===== src/rtl/mem_arbiter_pkg.sv =====
// rtl/mem_arbiter_pkg.sv - shared LC3 memory-path constants for the arbiter
package mem_arbiter_pkg;

  localparam logic [1:0] ST_IDLE   = 2'b00;
  localparam logic [1:0] ST_ACCESS = 2'b01;
  localparam logic [1:0] ST_DONE   = 2'b10;

  localparam int DEFAULT_MEM_LATENCY = 2;

endpackage


===== src/rtl/mem_arbiter.sv =====
// rtl/mem_arbiter.sv - two-requester round-robin arbiter in front of the memory controller
module mem_arbiter
  import mem_arbiter_pkg::*;
#(
  parameter int ADDRESS_BITS = 16,
  parameter int MEMORY_BITS  = 16,
  parameter int MEM_LATENCY  = DEFAULT_MEM_LATENCY
) (
  input  logic                    clk,
  input  logic                    reset,
  input  logic                    req0,
  input  logic                    req1,
  input  logic                    we0,
  input  logic                    we1,
  input  logic [ADDRESS_BITS-1:0] addr0,
  input  logic [ADDRESS_BITS-1:0] addr1,
  input  logic [MEMORY_BITS-1:0]  wdata0,
  input  logic [MEMORY_BITS-1:0]  wdata1,
  output logic                    done0,
  output logic                    done1,
  output logic [MEMORY_BITS-1:0]  rdata,
  output logic [ADDRESS_BITS-1:0] mem_addr,
  output logic [MEMORY_BITS-1:0]  mem_data_in,
  output logic                    mem_we,
  output logic                    mem_select,
  input  logic [MEMORY_BITS-1:0]  mem_data_out
);

  localparam logic [3:0] LAT_LOAD = 4'(MEM_LATENCY - 1);

  logic [1:0] state;
  logic [3:0] cnt;
  logic       last_grant;
  logic       grant;
  logic       pick;

  // Requester 1 wins when it is alone, or on a tie when 0 was served last.
  always_comb begin
    pick = req1 & (~req0 | ~last_grant);
  end

  always_ff @(posedge clk) begin
    if (reset) begin
      state       <= ST_IDLE;
      last_grant  <= 1'b1;
      grant       <= 1'b0;
      cnt         <= 4'd0;
      done0       <= 1'b0;
      done1       <= 1'b0;
      rdata       <= '0;
      mem_addr    <= '0;
      mem_data_in <= '0;
      mem_we      <= 1'b0;
      mem_select  <= 1'b0;
    end else begin
      case (state)
        ST_IDLE: begin
          done0 <= 1'b0;
          done1 <= 1'b0;
          if (req0 || req1) begin
            grant       <= pick;
            last_grant  <= pick;
            mem_addr    <= pick ? addr1 : addr0;
            mem_data_in <= pick ? wdata1 : wdata0;
            mem_we      <= pick ? we1 : we0;
            mem_select  <= 1'b1;
            cnt         <= LAT_LOAD;
            state       <= ST_ACCESS;
          end
        end
        ST_ACCESS: begin
          if (cnt == 4'd0) begin
            if (!mem_we) begin
              rdata <= mem_data_out;
            end
            mem_select <= 1'b0;
            mem_we     <= 1'b0;
            done0      <= ~grant;
            done1      <= grant;
            state      <= ST_DONE;
          end else begin
            cnt <= cnt - 4'd1;
          end
        end
        ST_DONE: begin
          done0 <= 1'b0;
          done1 <= 1'b0;
          state <= ST_IDLE;
        end
        default: begin
          done0      <= 1'b0;
          done1      <= 1'b0;
          mem_select <= 1'b0;
          mem_we     <= 1'b0;
          state      <= ST_IDLE;
        end
      endcase
    end
  end

endmodule


===== config.mk =====
export PLATFORM = sky130hd
export DESIGN_NAME = mem_arbiter
export DESIGN_NICKNAME = d
export VERILOG_FILES = /design/src/rtl/mem_arbiter_pkg.sv /design/src/rtl/mem_arbiter.sv
export SDC_FILE = /design/constraint.sdc
export NUM_CORES = 1
export LEC_CHECK = 0
export ABC_CLOCK_PERIOD_IN_PS = 1500
export CAP_MARGIN = 30
export CORE_MARGIN = 2
export CORE_UTILIZATION = 37
export DETAILED_ROUTE_END_ITERATION = 7
export PLACE_DENSITY = 0.77
export SLEW_MARGIN = 0
export SYNTH_ARGS = -nofsm -noshare
export SYNTH_HDL_FRONTEND = slang
export SYNTH_SLANG_ARGS = --single-unit

===== constraint.sdc =====
create_clock -name clk -period 1.5 [get_ports clk]
set_input_delay 0.15 -clock clk [delete_from_list [all_inputs] [get_ports clk]]
set_output_delay 0.15 -clock clk [all_outputs]
set_load 0.01 [all_outputs]

# ---- Word-level counts from Yosys, hierarchy flattened
# Index checks and enable logic that the tools add are counted.
# W data, S select, Z words.
dict set report totals {
  reg_bits 60
  latch_bits 0
  output_inout_bits 52
  memories 0
  wordCells 49
  rom_bits 0
  ramBits 0
}
dict set report classes {
  div 0
  eq_ne 5
  bitwise 8
  reduce_logical 10
  shifts 0
  multipliers 0
  mux 14
  n_lt_le_gt_ge 0
  add_sub_neg 1
}
# op count
set op_table {}
lappend op_table {{$mux W16} 2}
lappend op_table {{$reduce_and A3 Y1} 3}
lappend op_table {{$mux W4} 2}
lappend op_table {{$pmux W4 S2} 1}
lappend op_table {{$ne A2 B2 Y1 const B} 3}
lappend op_table {{$not A1 Y1} 6}
lappend op_table {{$pmux W1 S3} 2}
lappend op_table {{$logic_not A4 Y1} 1}
lappend op_table {{$mux W1} 4}
lappend op_table {{$mux W2} 2}
lappend op_table {{$pmux W2 S2} 1}
lappend op_table {{$reduce_and A2 Y1} 2}
lappend op_table {{$sub A4 B1 Y4 const B} 1}
lappend op_table {{$eq A2 B1 Y1 const B} 1}
lappend op_table {{$eq A2 B2 Y1 const B} 1}
lappend op_table {{$logic_not A2 Y1} 1}
lappend op_table {{$reduce_bool A2 Y1} 1}
lappend op_table {{$reduce_or A2 Y1} 1}
lappend op_table {{$and A1 B1 Y1} 1}
lappend op_table {{$logic_or A1 B1 Y1} 1}
lappend op_table {{$or A1 B1 Y1} 1}

# ---- Longest topological paths before layout
# Gate-level depths: netlist (run 1).
dict set report depth {
  word_depth 6
  ltp_mapped 7
  ltp_nobuf 5
}

# ---- Worst setup path after synthesis (run 1)
# Ideal clock, no wire load.
dict set report synth_path {
  path_kind {reg-to-reg}
  startpoint {register cnt[0]}
  endpoint {register mem_we}
  path_stages_with_launch 8
  setup_time_ps 133
  arrival_time_ps 1377
  slack_ps -10
  cell_sequence {dfxtp_1 -> inv_1 -> ha_1 -> or3b_1 -> buf_6 -> buf_6 -> a22oi_2 -> o32ai_2}
}
dict set report synth_between {
  elab_chain_cells 3
}
# item line
set synth_rtl {}
lappend synth_rtl {{from (decl)} mem_arbiter.sv:32} ;# logic [3:0] cnt;
lappend synth_rtl {{from (signal assigned)} mem_arbiter.sv:82} ;# cnt <= cnt - 4'd1;
lappend synth_rtl {{$logic_not A4 Y1} mem_arbiter.sv:72} ;# if (cnt == 4'd0) begin
lappend synth_rtl {{$ne A2 B2 Y1 (no source line)} --}
lappend synth_rtl {{$reduce_and A3 Y1 (no source line)} --}
lappend synth_rtl {{to (signal assigned)} mem_arbiter.sv:65} ;# mem_we <= pick ? we1 : we0;
lappend synth_rtl {{to (decl)} mem_arbiter.sv:24} ;# output logic mem_we,
# No other way between the ends.
# A chain may end at the register's enable or synchronous reset.

# ---- Worst setup path after layout (run 1)
dict set report layout_path {
  startpoint {register cnt[0]}
  endpoint {register cnt[0]}
}
dict set report layout_between {
  elab_chain_cells 3
  elab_cells_between_ends 6
  classes_between {add/sub: 1; eq/ne: 1; mux: 2; reduce/logical: 2}
}
# item line
set layout_rtl {}
lappend layout_rtl {{$sub A4 B1 Y4 or $logic_not A4 Y1 (tied branches)} {mem_arbiter.sv:82, mem_arbiter.sv:72}}
lappend layout_rtl {{$mux W4 or $ne A2 B2 Y1 (tied branches)} --}
lappend layout_rtl {{$pmux W4 S2 or $reduce_and A3 Y1 (tied branches)} --}
# Parallel ways exist; a longest one is shown, timed or not. The select of a mux whose other input is x is not followed.

==> run summary, run 1 <==
==================================================================================================
Top Ports                                                                                      138
Initial Util                                                                                 0.386
Unrepaired setup endpoints after global routing                                                yes
Non-filler instance count after layout                                                         543
Aggregate global routing overflow                                                                0
Net count after synthesis                                                                      375
Insertion delay of the later-clocked pin in the worst-skew pair                            0.33 ns
Class of the most critical setup path                                                      reg2reg
Slack of the worst reg-to-reg path                                                        -0.03 ns
Final-report hold violation count                                                                0
Worst EP arrival                                                                           1.74 ns
Fraction of registers with async set or reset after synthesis                                    0
Synthesized area per cell                                                                 9.92 µm²
Commonest cells in the netlist                                                        sky130_fd_sc_hd__dfxtp_1, sky130_fd_sc_hd__a21oi_1, sky130_fd_sc_hd__mux2i_1
Level count of the clock H-tree                                                                  3
P&R area growth vs syn                                                                       64.3%
Core region area                                                                          7370 µm²
Clock transition time at the flip-flop clock pins of the worst setup and hold paths        0.06 ns
Crit-path leading delay family                                                        simple AND/OR/NAND/NOR gates
Min Tclk post-route                                                                        1.53 ns
Worst-path cell with the longest stage delay                                          sky130_fd_sc_hd__or3b_4
Worst max-slew margin expressed relative to the limit                                        0.648
Number of buffers inserted during clock tree synthesis                                           9
Portion of total power attributed to combinational logic                                     0.375
Int Pwr                                                                                    3470 µW
Max Fanout on Critical Path                                                                      7
Sw Pwr                                                                                     1630 µW
Worst clock skew on the final layout                                                    0.00781 ns
Status                                                                                finished, violations left
Standard cell area after detailed placement                                               4350 µm²
Placement Rows                                                                                  31
Cell type with the largest total area after synthesis                                 sky130_fd_sc_hd__dfxtp_1
HPWL after detailed placement                                                              6.01 mm
Final Instance Area                                                                       4680 µm²
Antenna violations before repair                                                                 0
Clock tree from TritonCTS                                                                      yes
Worst slack after detailed placement                                                     -0.349 ns
Synth Flop Type                                                                       sky130_fd_sc_hd__dfxtp_1
Placed Instances                                                                               523
Hold WS                                                                                   0.305 ns
Core occupancy in the finished layout                                                        0.635
Hold Buf Count CTS                                                                               0
# Max-Cap Violations                                                                             0
Clk pwr share                                                                                0.245
Post-synth cell types                                                                           43
Max incr delay on CP                                                                       0.46 ns
Count of yosys warnings during synthesis                                                         0
Combined area of all synthesized cells                                                    2850 µm²
Height of the die                                                                          91.7 µm
Weighted congestion reported at the end of routability-driven placement                      0.797
LEAKAGE                                                                                 0.00171 µW
Final count of negative-setup-slack endpoints                                                    3
Root Buffer                                                                           sky130_fd_sc_hd__clkbuf_8
DIE AREA                                                                                  8410 µm²
Layout fillers                                                                                 609
Least-Margin Pin Slew                                                                     0.528 ns
Post-Synthesis Cells                                                                           287
Critical Path RT                                                                           1.70 ns
Post-Route WL                                                                              8.21 mm
Width of the die                                                                           91.7 µm
Largest cells by area after synthesis                                                 sky130_fd_sc_hd__dfxtp_1, sky130_fd_sc_hd__mux2i_1, sky130_fd_sc_hd__a21oi_1, sky130_fd_sc_hd__a211oi_1, sky130_fd_sc_hd__o21ai_2
Vias                                                                                          2789
Cell Chain, Critical Path                                                             inv_2 -> ha_4 -> or3b_4 -> buf_6 -> buf_4 -> nand2_2 -> a31oi_1
Max Fclk                                                                                   653 MHz
Initial DRC Count                                                                               56
Element type at the critical path start                                                   register
Power density over the cells                                                           1090 nW/µm²
#FFs+latches synth                                                                              60
Buf/Inv on CP                                                                                    3
Count of flip-flops with a built-in enable after synthesis                                       0
Number of remaining DRC errors                                                                   0
Ratio of cells with drive above 1 in the final layout                                        0.209
Maximum resistive drop on vdd                                                           0.000469 V
Clock net sink count                                                                            60
Power share of the sequential group                                                          0.380
Sequential element share of the synthesized area                                             0.422
Vias in the first global route                                                                2842
Count of final max-slew check failures                                                           0
Count of buffers from port buffering                                                           137
Most repeated cell in the gate-level netlist after synthesis                          sky130_fd_sc_hd__dfxtp_1
Number of search-and-repair iterations in the first detailed-routing pass                        4
Top-area cell type share of the netlist area                                                 0.422
Maximum number of pins on one net before global-route repair                                    28
Routed len/inst                                                                            15.1 µm
Number of buffers between clock root and the deepest sink                                        2
Total number of nets in the final design                                                       527
Path category of the worst min-delay check                                                  in2reg
Gr usage total                                                                               0.197
Violations in the final reports                                                       setup timing
Setup slack after layout                                                                -0.0311 ns
Via density                                                                                   5.14
Diodes inserted                                                                                  0
Wire length of the first global-routing pass                                               13.3 mm
Antenna Violating Nets Remaining                                                                 0
Share of total power consumed by net switching                                               0.320
Portion of the clock cycle consumed by the worst path in the final layout                     1.02
Critical Path End Type                                                                    register
==================================================================================================
==> flip-flops by register name, summed over array words and instances (netlist names) <==
register	count
state	2
mem_addr	16
last_grant	1
done0	1
mem_data_in	16
mem_select	1
mem_we	1
done1	1
rdata	16
cnt	4
grant	1
==> per-layer routing <==
layer / up-vias / GRT usage / wire length [µm]
met4: 0 / 0.0647 / 119
met3: 8 / 0.0838 / 687
li1: 1378 / - / -
met2: 112 / 0.332 / 4010
met1: 1291 / 0.224 / 3400
met5: - / 0 / 0
==> power groups by stage <==
stage          combinational, µW  sequential, µW  clock [µW]
2_1_floorplan                884            2030           0
3_3_place_gp                1700            1960           0
3_5_place_dp                1730            1960           0
4_1_cts                     1860            1930        1280
5_1_grt                     2070            1960        1360
6_report                    1920            1940        1250
==> cells in the final DEF, fill, tap and decap left out, types with 3 or more instances in the layout <==
cell type                         instances
sky130_fd_sc_hd__buf_12                   3
sky130_fd_sc_hd__buf_4                   25
sky130_fd_sc_hd__nand2_1                  4
sky130_fd_sc_hd__clkdlybuf4s50_1        135
sky130_fd_sc_hd__dfxtp_1                 58
sky130_fd_sc_hd__a21oi_2                  4
sky130_fd_sc_hd__o21ai_2                 14
sky130_fd_sc_hd__a211oi_1                32
sky130_fd_sc_hd__clkbuf_8                10
sky130_fd_sc_hd__nand3_1                 17
sky130_fd_sc_hd__mux2i_1                 35
sky130_fd_sc_hd__a21oi_1                 47
sky130_fd_sc_hd__clkinv_2                 4
==> cell type report <==
cell class	instances	area, µm²	share of cell area
clock buffers	11	141	0.0302
well taps	99	124	0.0265
multi-input cells	196	1510	0.322
clock inverters	5	27.5	0.00588
flip-flops and latches	60	1200	0.257
repair buffers	168	1660	0.355
inverters	4	15.0	0.00321
==> what timing repair did <==
action	in CTS	in global routing
cloned	2	0
setup buffers	1	1
setup endpoints to repair	53	24
pin swaps	3	36
resized for setup	14	23
==> cells by family after synthesis <==
logic type | share of synthesized area
mux | 0.123
fa+ha+maj | 0.00879
flops | 0.422
compound gates | 0.257
simple gates | 0.102
buf+inv | 0.0870
==> stage by stage <==
stage	total power (µW)	TNS (ns)
floorplan	2920	0
global placement	3660	-9.03
detailed placement	3690	-11.59
CTS	5070	-0.0731
global route	5390	-0.336
finish	5100	-0.0712
==> worst paths after layout <==
kind,from,to,depth (start not counted)
worst max-delay path,cnt[0],cnt[0],7
worst min register to register,rdata[12],rdata[12],2
worst max register to register,cnt[0],cnt[0],7
worst min-delay path,reset,grant,2
Power figures use the tool's default switching activity.
==> inputs of run 2 (changes only) <==
--- a/config.mk
+++ b/config.mk
@@ -11,6 +11,7 @@
 export CORE_UTILIZATION = 37
 export DETAILED_ROUTE_END_ITERATION = 7
 export PLACE_DENSITY = 0.77
+export RECOVER_POWER = 50
 export SLEW_MARGIN = 0
 export SYNTH_ARGS = -nofsm -noshare
 export SYNTH_HDL_FRONTEND = slang
==> run summary, run 2 (synthesis results as in run 1) <==
==================================================================================================
Max Fclk                                                                                   653 MHz   about the same
P&R area growth vs syn                                                                       64.3%   unchanged
Final-report hold violation count                                                                0   unchanged
Antenna Violating Nets Remaining                                                                 0   unchanged
Initial Util                                                                                 0.386   unchanged
Weighted congestion reported at the end of routability-driven placement                      0.797   unchanged
Worst clock skew on the final layout                                                    0.00837 ns   was 0.00781 ns
Worst max-slew margin expressed relative to the limit                                        0.652   was 0.648
Aggregate global routing overflow                                                                0   unchanged
Status                                                                                finished, violations left   unchanged
Height of the die                                                                          91.7 µm   unchanged
Routed len/inst                                                                            15.1 µm   about the same
Worst EP arrival                                                                           1.74 ns   about the same
Via density                                                                                   5.15   was 5.14
Setup slack after layout                                                                -0.0311 ns   about the same
Post-Route WL                                                                              8.20 mm   was 8.21 mm
Clock transition time at the flip-flop clock pins of the worst setup and hold paths        0.06 ns   about the same
Buf/Inv on CP                                                                                    3   unchanged
Vias                                                                                          2799   was 2789
Top Ports                                                                                      138   unchanged
Number of remaining DRC errors                                                                   0   unchanged
Portion of the clock cycle consumed by the worst path in the final layout                     1.02   about the same
Antenna violations before repair                                                                 0   unchanged
Clock tree from TritonCTS                                                                      yes   unchanged
Worst slack after detailed placement                                                     -0.349 ns   unchanged
Non-filler instance count after layout                                                         543   unchanged
HPWL after detailed placement                                                              6.01 mm   unchanged
Initial DRC Count                                                                               64   was 56
Min Tclk post-route                                                                        1.53 ns   about the same
Unrepaired setup endpoints after global routing                                                yes   unchanged
Top library cells by usage in the layout, fill and taps aside                         sky130_fd_sc_hd__clkdlybuf4s50_1, sky130_fd_sc_hd__dfxtp_1, sky130_fd_sc_hd__a21oi_1, sky130_fd_sc_hd__mux2i_1, sky130_fd_sc_hd__a211oi_1   unchanged
Violations in the final reports                                                       setup timing   unchanged
Maximum number of pins on one net before global-route repair                                    28   unchanged
Ratio of cells with drive above 1 in the final layout                                        0.207   was 0.209
Standard cell area after detailed placement                                               4350 µm²   unchanged
Element type at the critical path start                                                   register   unchanged
Count of final max-slew check failures                                                           0   unchanged
Count of buffers from port buffering                                                           137   unchanged
Clock net sink count                                                                            60   unchanged
Max Fanout on Critical Path                                                                      7   unchanged
Layout fillers                                                                                 609   unchanged
Most frequent standard cell in the layout excluding fill and tap cells                sky130_fd_sc_hd__clkdlybuf4s50_1   unchanged
Final Instance Area                                                                       4680 µm²   unchanged
Wire length of the first global-routing pass                                               13.3 mm   unchanged
Final count of negative-setup-slack endpoints                                                    3   unchanged
Class of the most critical setup path                                                      reg2reg   unchanged
Number of buffers between clock root and the deepest sink                                        2   unchanged
Diodes inserted                                                                                  0   unchanged
Post-layout total power                                                                    5080 µW   was 5100 µW
Width of the die                                                                           91.7 µm   unchanged
Number of search-and-repair iterations in the first detailed-routing pass                        4   unchanged
Max incr delay on CP                                                                       0.46 ns   about the same
Path category of the worst min-delay check                                                  in2reg   unchanged
Number of buffers inserted during clock tree synthesis                                           9   unchanged
Gr usage total                                                                               0.197   unchanged
Least-Margin Pin Slew                                                                     0.521 ns   was 0.528 ns
Crit-path leading delay family                                                        simple AND/OR/NAND/NOR gates   unchanged
Power density over the cells                                                           1090 nW/µm²   about the same
# Max-Cap Violations                                                                             0   unchanged
LEAKAGE                                                                                 0.00174 µW   was 0.00171 µW
Total Neg Setup Slack                                                                   -0.0703 ns   was -0.0712 ns
Registers with the most flip-flops                                                    mem_addr (16), mem_data_in (16), rdata (16)   unchanged
Core region area                                                                          7370 µm²   unchanged
Cell Chain, Critical Path                                                             inv_2 -> ha_4 -> or3b_4 -> buf_6 -> buf_4 -> nand2_2 -> a31oi_1   unchanged
Placed Instances                                                                               523   unchanged
Worst-path cell with the longest stage delay                                          sky130_fd_sc_hd__or3b_4   unchanged
Placement Rows                                                                                  31   unchanged
Critical Path RT                                                                           1.71 ns   was 1.70 ns
Maximum resistive drop on vdd                                                           0.000469 V   about the same
Root Buffer                                                                           sky130_fd_sc_hd__clkbuf_8   unchanged
Level count of the clock H-tree                                                                  3   unchanged
Vias in the first global route                                                                2842   unchanged
DIE AREA                                                                                  8410 µm²   unchanged
Insertion delay of the later-clocked pin in the worst-skew pair                            0.33 ns   about the same
Total number of nets in the final design                                                       527   unchanged
Critical Path End Type                                                                    register   unchanged
Hold Buf Count CTS                                                                               0   unchanged
==================================================================================================
-- run 2: changes by cell type in the layout (fill, tap and decap cells not counted), sizes merged --
cell,change
clkdlybuf4s50,-13
dlygate4sd3,+13
-- run 2: stage by stage --
stage           util  hold slack (ns)
2_1_floorplan      -            0.298
3_3_place_gp   0.590            0.449
3_5_place_dp   0.590            0.460
4_1_cts        0.624            0.274
6_report       0.635            0.302
5_1_grt        0.635            0.320
-- run 2: timing repair --
action	4_1_cts	5_1_grt
resized for setup	14	23
buffers inserted	1	1
cloned	2	0
setup endpoints to repair	53	24
pin swaps	3	36
-- run 2: layer usage --
| layer | share of wire | up-vias | global-route usage |
|---|---|---|---|
| met3 | 0.084 | 8 | 0.0838 |
| met2 | 0.49 | 111 | 0.332 |
| li1 | - | 1381 | - |
| met5 | 0 | - | 0 |
| met1 | 0.42 | 1299 | 0.224 |
| met4 | 0.012 | 0 | 0.0647 |
-- run 2: final timing paths --
kind              from        end  cells past startpoint  slack (ns)
min reg2reg  rdata[12]  rdata[12]                      2        0.46
max             cnt[0]     cnt[0]                      7       -0.03
min              reset      grant                      2        0.30
max reg2reg     cnt[0]     cnt[0]                      7       -0.03
-- run 2: report_power, final --
group	internal [µW]	leakage, µW	total (µW)	switching (µW)
clock network	632	0.0000889	1250	616
registers	1800	0.000496	1940	133
logic	1020	0.00115	1900	882
-- run 2: layout make-up --
cell class	instances	area (µm²)	share of cell area
clock buffers	11	141	0.0302
flip-flops and latches	60	1200	0.257
multi-input cells	196	1510	0.322
repair buffers	168	1660	0.355
inverters	4	15.0	0.00321
clock inverters	5	27.5	0.00588
well taps	99	124	0.0265
-- run 2: worst reg2reg max path, stage by stage, from the launching register on --
cell	delay, ns
sky130_fd_sc_hd__dfxtp_2	0.32
sky130_fd_sc_hd__inv_2	0.07
sky130_fd_sc_hd__ha_4	0.12
sky130_fd_sc_hd__or3b_4	0.46
sky130_fd_sc_hd__buf_6	0.16
sky130_fd_sc_hd__buf_4	0.13
sky130_fd_sc_hd__nand2_2	0.07
sky130_fd_sc_hd__a31oi_1	0.07
==> inputs of run 3 (changes only) <==
--- a/config.mk
+++ b/config.mk
@@ -7,7 +7,7 @@
 export LEC_CHECK = 0
 export ABC_CLOCK_PERIOD_IN_PS = 1500
 export CAP_MARGIN = 30
-export CORE_MARGIN = 2
+export CORE_MARGIN = 5
 export CORE_UTILIZATION = 37
 export DETAILED_ROUTE_END_ITERATION = 7
 export PLACE_DENSITY = 0.77
==> run summary, run 3 (synthesis results as in run 1) <==
==================================================================================================
Status                                                                                finished, violations left   unchanged
Violations in the final reports                                                       setup timing   unchanged
Initial DRC Count                                                                               92   was 64
Standard cell area after detailed placement                                               4350 µm²   about the same
Worst EP arrival                                                                           1.76 ns   was 1.74 ns
Maximum resistive drop on vdd                                                           0.000510 V   was 0.000469 V
Hold Buf Count CTS                                                                               0   unchanged
Element type at the critical path start                                                   register   unchanged
Level count of the clock H-tree                                                                  3   unchanged
Wire length of the first global-routing pass                                               14.0 mm   was 13.3 mm
Most frequent standard cell in the layout excluding fill and tap cells                sky130_fd_sc_hd__clkdlybuf4s50_1   unchanged
Final-report hold violation count                                                                0   unchanged
Clock tree from TritonCTS                                                                      yes   unchanged
Registers with the most flip-flops                                                    mem_addr (16), mem_data_in (16), rdata (16)   unchanged
Antenna violations before repair                                                                 0   unchanged
Power density over the cells                                                           1100 nW/µm²   was 1090 nW/µm²
Number of buffers inserted during clock tree synthesis                                           9   unchanged
Final count of negative-setup-slack endpoints                                                    1   was 3
Count of buffers from port buffering                                                           137   unchanged
Top Ports                                                                                      138   unchanged
Critical Path RT                                                                           1.75 ns   was 1.71 ns
Routed len/inst                                                                            15.6 µm   was 15.1 µm
Post-layout total power                                                                    5060 µW   was 5080 µW
Placement Rows                                                                                  32   was 31
Number of search-and-repair iterations in the first detailed-routing pass                        4   unchanged
Number of cells traversed by the worst register-to-register path                                 6   was 7
Worst hold path cell count                                                                       2   unchanged
Max Fanout on Critical Path                                                                      8   was 7
Via density                                                                                   5.13   was 5.15
DIE AREA                                                                                  9550 µm²   was 8410 µm²
Worst clock skew on the final layout                                                    0.00829 ns   was 0.00837 ns
Slack of the worst reg-to-reg path                                                      -0.0009 ns   was -0.03 ns
Critical Path End Type                                                                    register   unchanged
Path category of the worst min-delay check                                                  in2reg   unchanged
Width of the die                                                                           97.7 µm   was 91.7 µm
P&R area growth vs syn                                                                       62.0%   was 64.3%
Top library cells by usage in the layout, fill and taps aside                         sky130_fd_sc_hd__clkdlybuf4s50_1, sky130_fd_sc_hd__dfxtp_1, sky130_fd_sc_hd__a21oi_1, sky130_fd_sc_hd__mux2i_1, sky130_fd_sc_hd__a211oi_1   unchanged
Vias in the first global route                                                                2902   was 2842
Worst max-slew margin expressed relative to the limit                                        0.603   was 0.652
Ratio of cells with drive above 1 in the final layout                                        0.177   was 0.207
Class of the most critical setup path                                                      reg2reg   unchanged
Portion of the clock cycle consumed by the worst path in the final layout                     1.00   was 1.02
Height of the die                                                                          97.7 µm   was 91.7 µm
Clock transition time at the flip-flop clock pins of the worst setup and hold paths        0.07 ns   was 0.06 ns
Gr usage total                                                                               0.179   was 0.197
Least-Margin Pin Slew                                                                     0.595 ns   was 0.521 ns
Post-Route WL                                                                              8.47 mm   was 8.20 mm
Final Instance Area                                                                       4610 µm²   was 4680 µm²
Unrepaired setup endpoints after global routing                                                yes   unchanged
# Max-Cap Violations                                                                             0   unchanged
Number of remaining DRC errors                                                                   0   unchanged
Antenna Violating Nets Remaining                                                                 0   unchanged
Weighted congestion reported at the end of routability-driven placement                      0.720   was 0.797
Number of buffers between clock root and the deepest sink                                        2   unchanged
Clock net sink count                                                                            60   unchanged
Insertion delay of the later-clocked pin in the worst-skew pair                            0.33 ns   about the same
Count of final max-slew check failures                                                           0   unchanged
LEAKAGE                                                                                 0.00168 µW   was 0.00174 µW
Vias                                                                                          2784   was 2799
Max Fclk                                                                                   666 MHz   was 653 MHz
Diodes inserted                                                                                  0   unchanged
Aggregate global routing overflow                                                                0   unchanged
Setup slack after layout                                                              -0.000929 ns   was -0.0311 ns
Total number of nets in the final design                                                       524   was 527
Maximum number of pins on one net before global-route repair                                    32   was 28
HPWL after detailed placement                                                              6.23 mm   was 6.01 mm
Root Buffer                                                                           sky130_fd_sc_hd__clkbuf_8   unchanged
Min Tclk post-route                                                                        1.50 ns   was 1.53 ns
Initial Util                                                                                 0.374   was 0.386
Core region area                                                                          7610 µm²   was 7370 µm²
==================================================================================================
run 3: final cells by class:
cell class	count	area (µm²)
sequential	60	1200
timing repair buffer	165	1630
tap	102	128
inverter	4	15.0
clock inverter	6	38.8
multi-input combinational	196	1460
clock buffer	10	138
fill	662	2990
run 3: power by group:
group,switching (µW),internal [µW]
registers,126,1800
clock network,643,640
logic,852,994
total,1620,3440
run 3: worst max-delay path: stages (launching register included):
cell                      delay, ns
sky130_fd_sc_hd__dfxtp_2       0.33
sky130_fd_sc_hd__inv_2         0.07
sky130_fd_sc_hd__ha_4          0.12
sky130_fd_sc_hd__or3b_4        0.39
sky130_fd_sc_hd__buf_8         0.15
sky130_fd_sc_hd__a31o_4        0.22
sky130_fd_sc_hd__a31oi_4       0.13
run 3: stage by stage:
stage | std cells | TNS, ns | util | hold slack, ns | worst slack (ns)
floorplan | 287 | 0 | - | 0.298 | 0.0108
global placement | 524 | -8.89 | 0.572 | 0.449 | -0.268
detailed placement | 524 | -11.73 | 0.572 | 0.453 | -0.377
CTS | 543 | -0.0604 | 0.602 | 0.321 | -0.0287
global route | 543 | -0.369 | 0.607 | 0.342 | -0.0578
finish | 543 | -0.000929 | 0.607 | 0.331 | -0.000929
run 3: worst paths after layout:
check / startpoint / to
setup / recovery: cnt[1] / cnt[0]
hold / removal: reset / rdata[3]
setup reg to reg: cnt[1] / cnt[0]
hold reg to reg: rdata[13] / rdata[13]
run 3: routing by layer:
layer | global-route usage | vias to the layer above | routed length (µm)
met2 | 0.317 | 99 | 4410
met3 | 0.0664 | 12 | 600
met5 | 0 | - | 0
met1 | 0.197 | 1299 | 3320
met4 | 0.0607 | 0 | 136
li1 | - | 1374 | -
run 3: what timing repair did:
item / CTS / global route
resized for setup: 12 / 10
gates cloned: 1 / 0
buffers inserted: 2 / 0
setup endpoints to repair: 42 / 15
pin swaps: 3 / 1
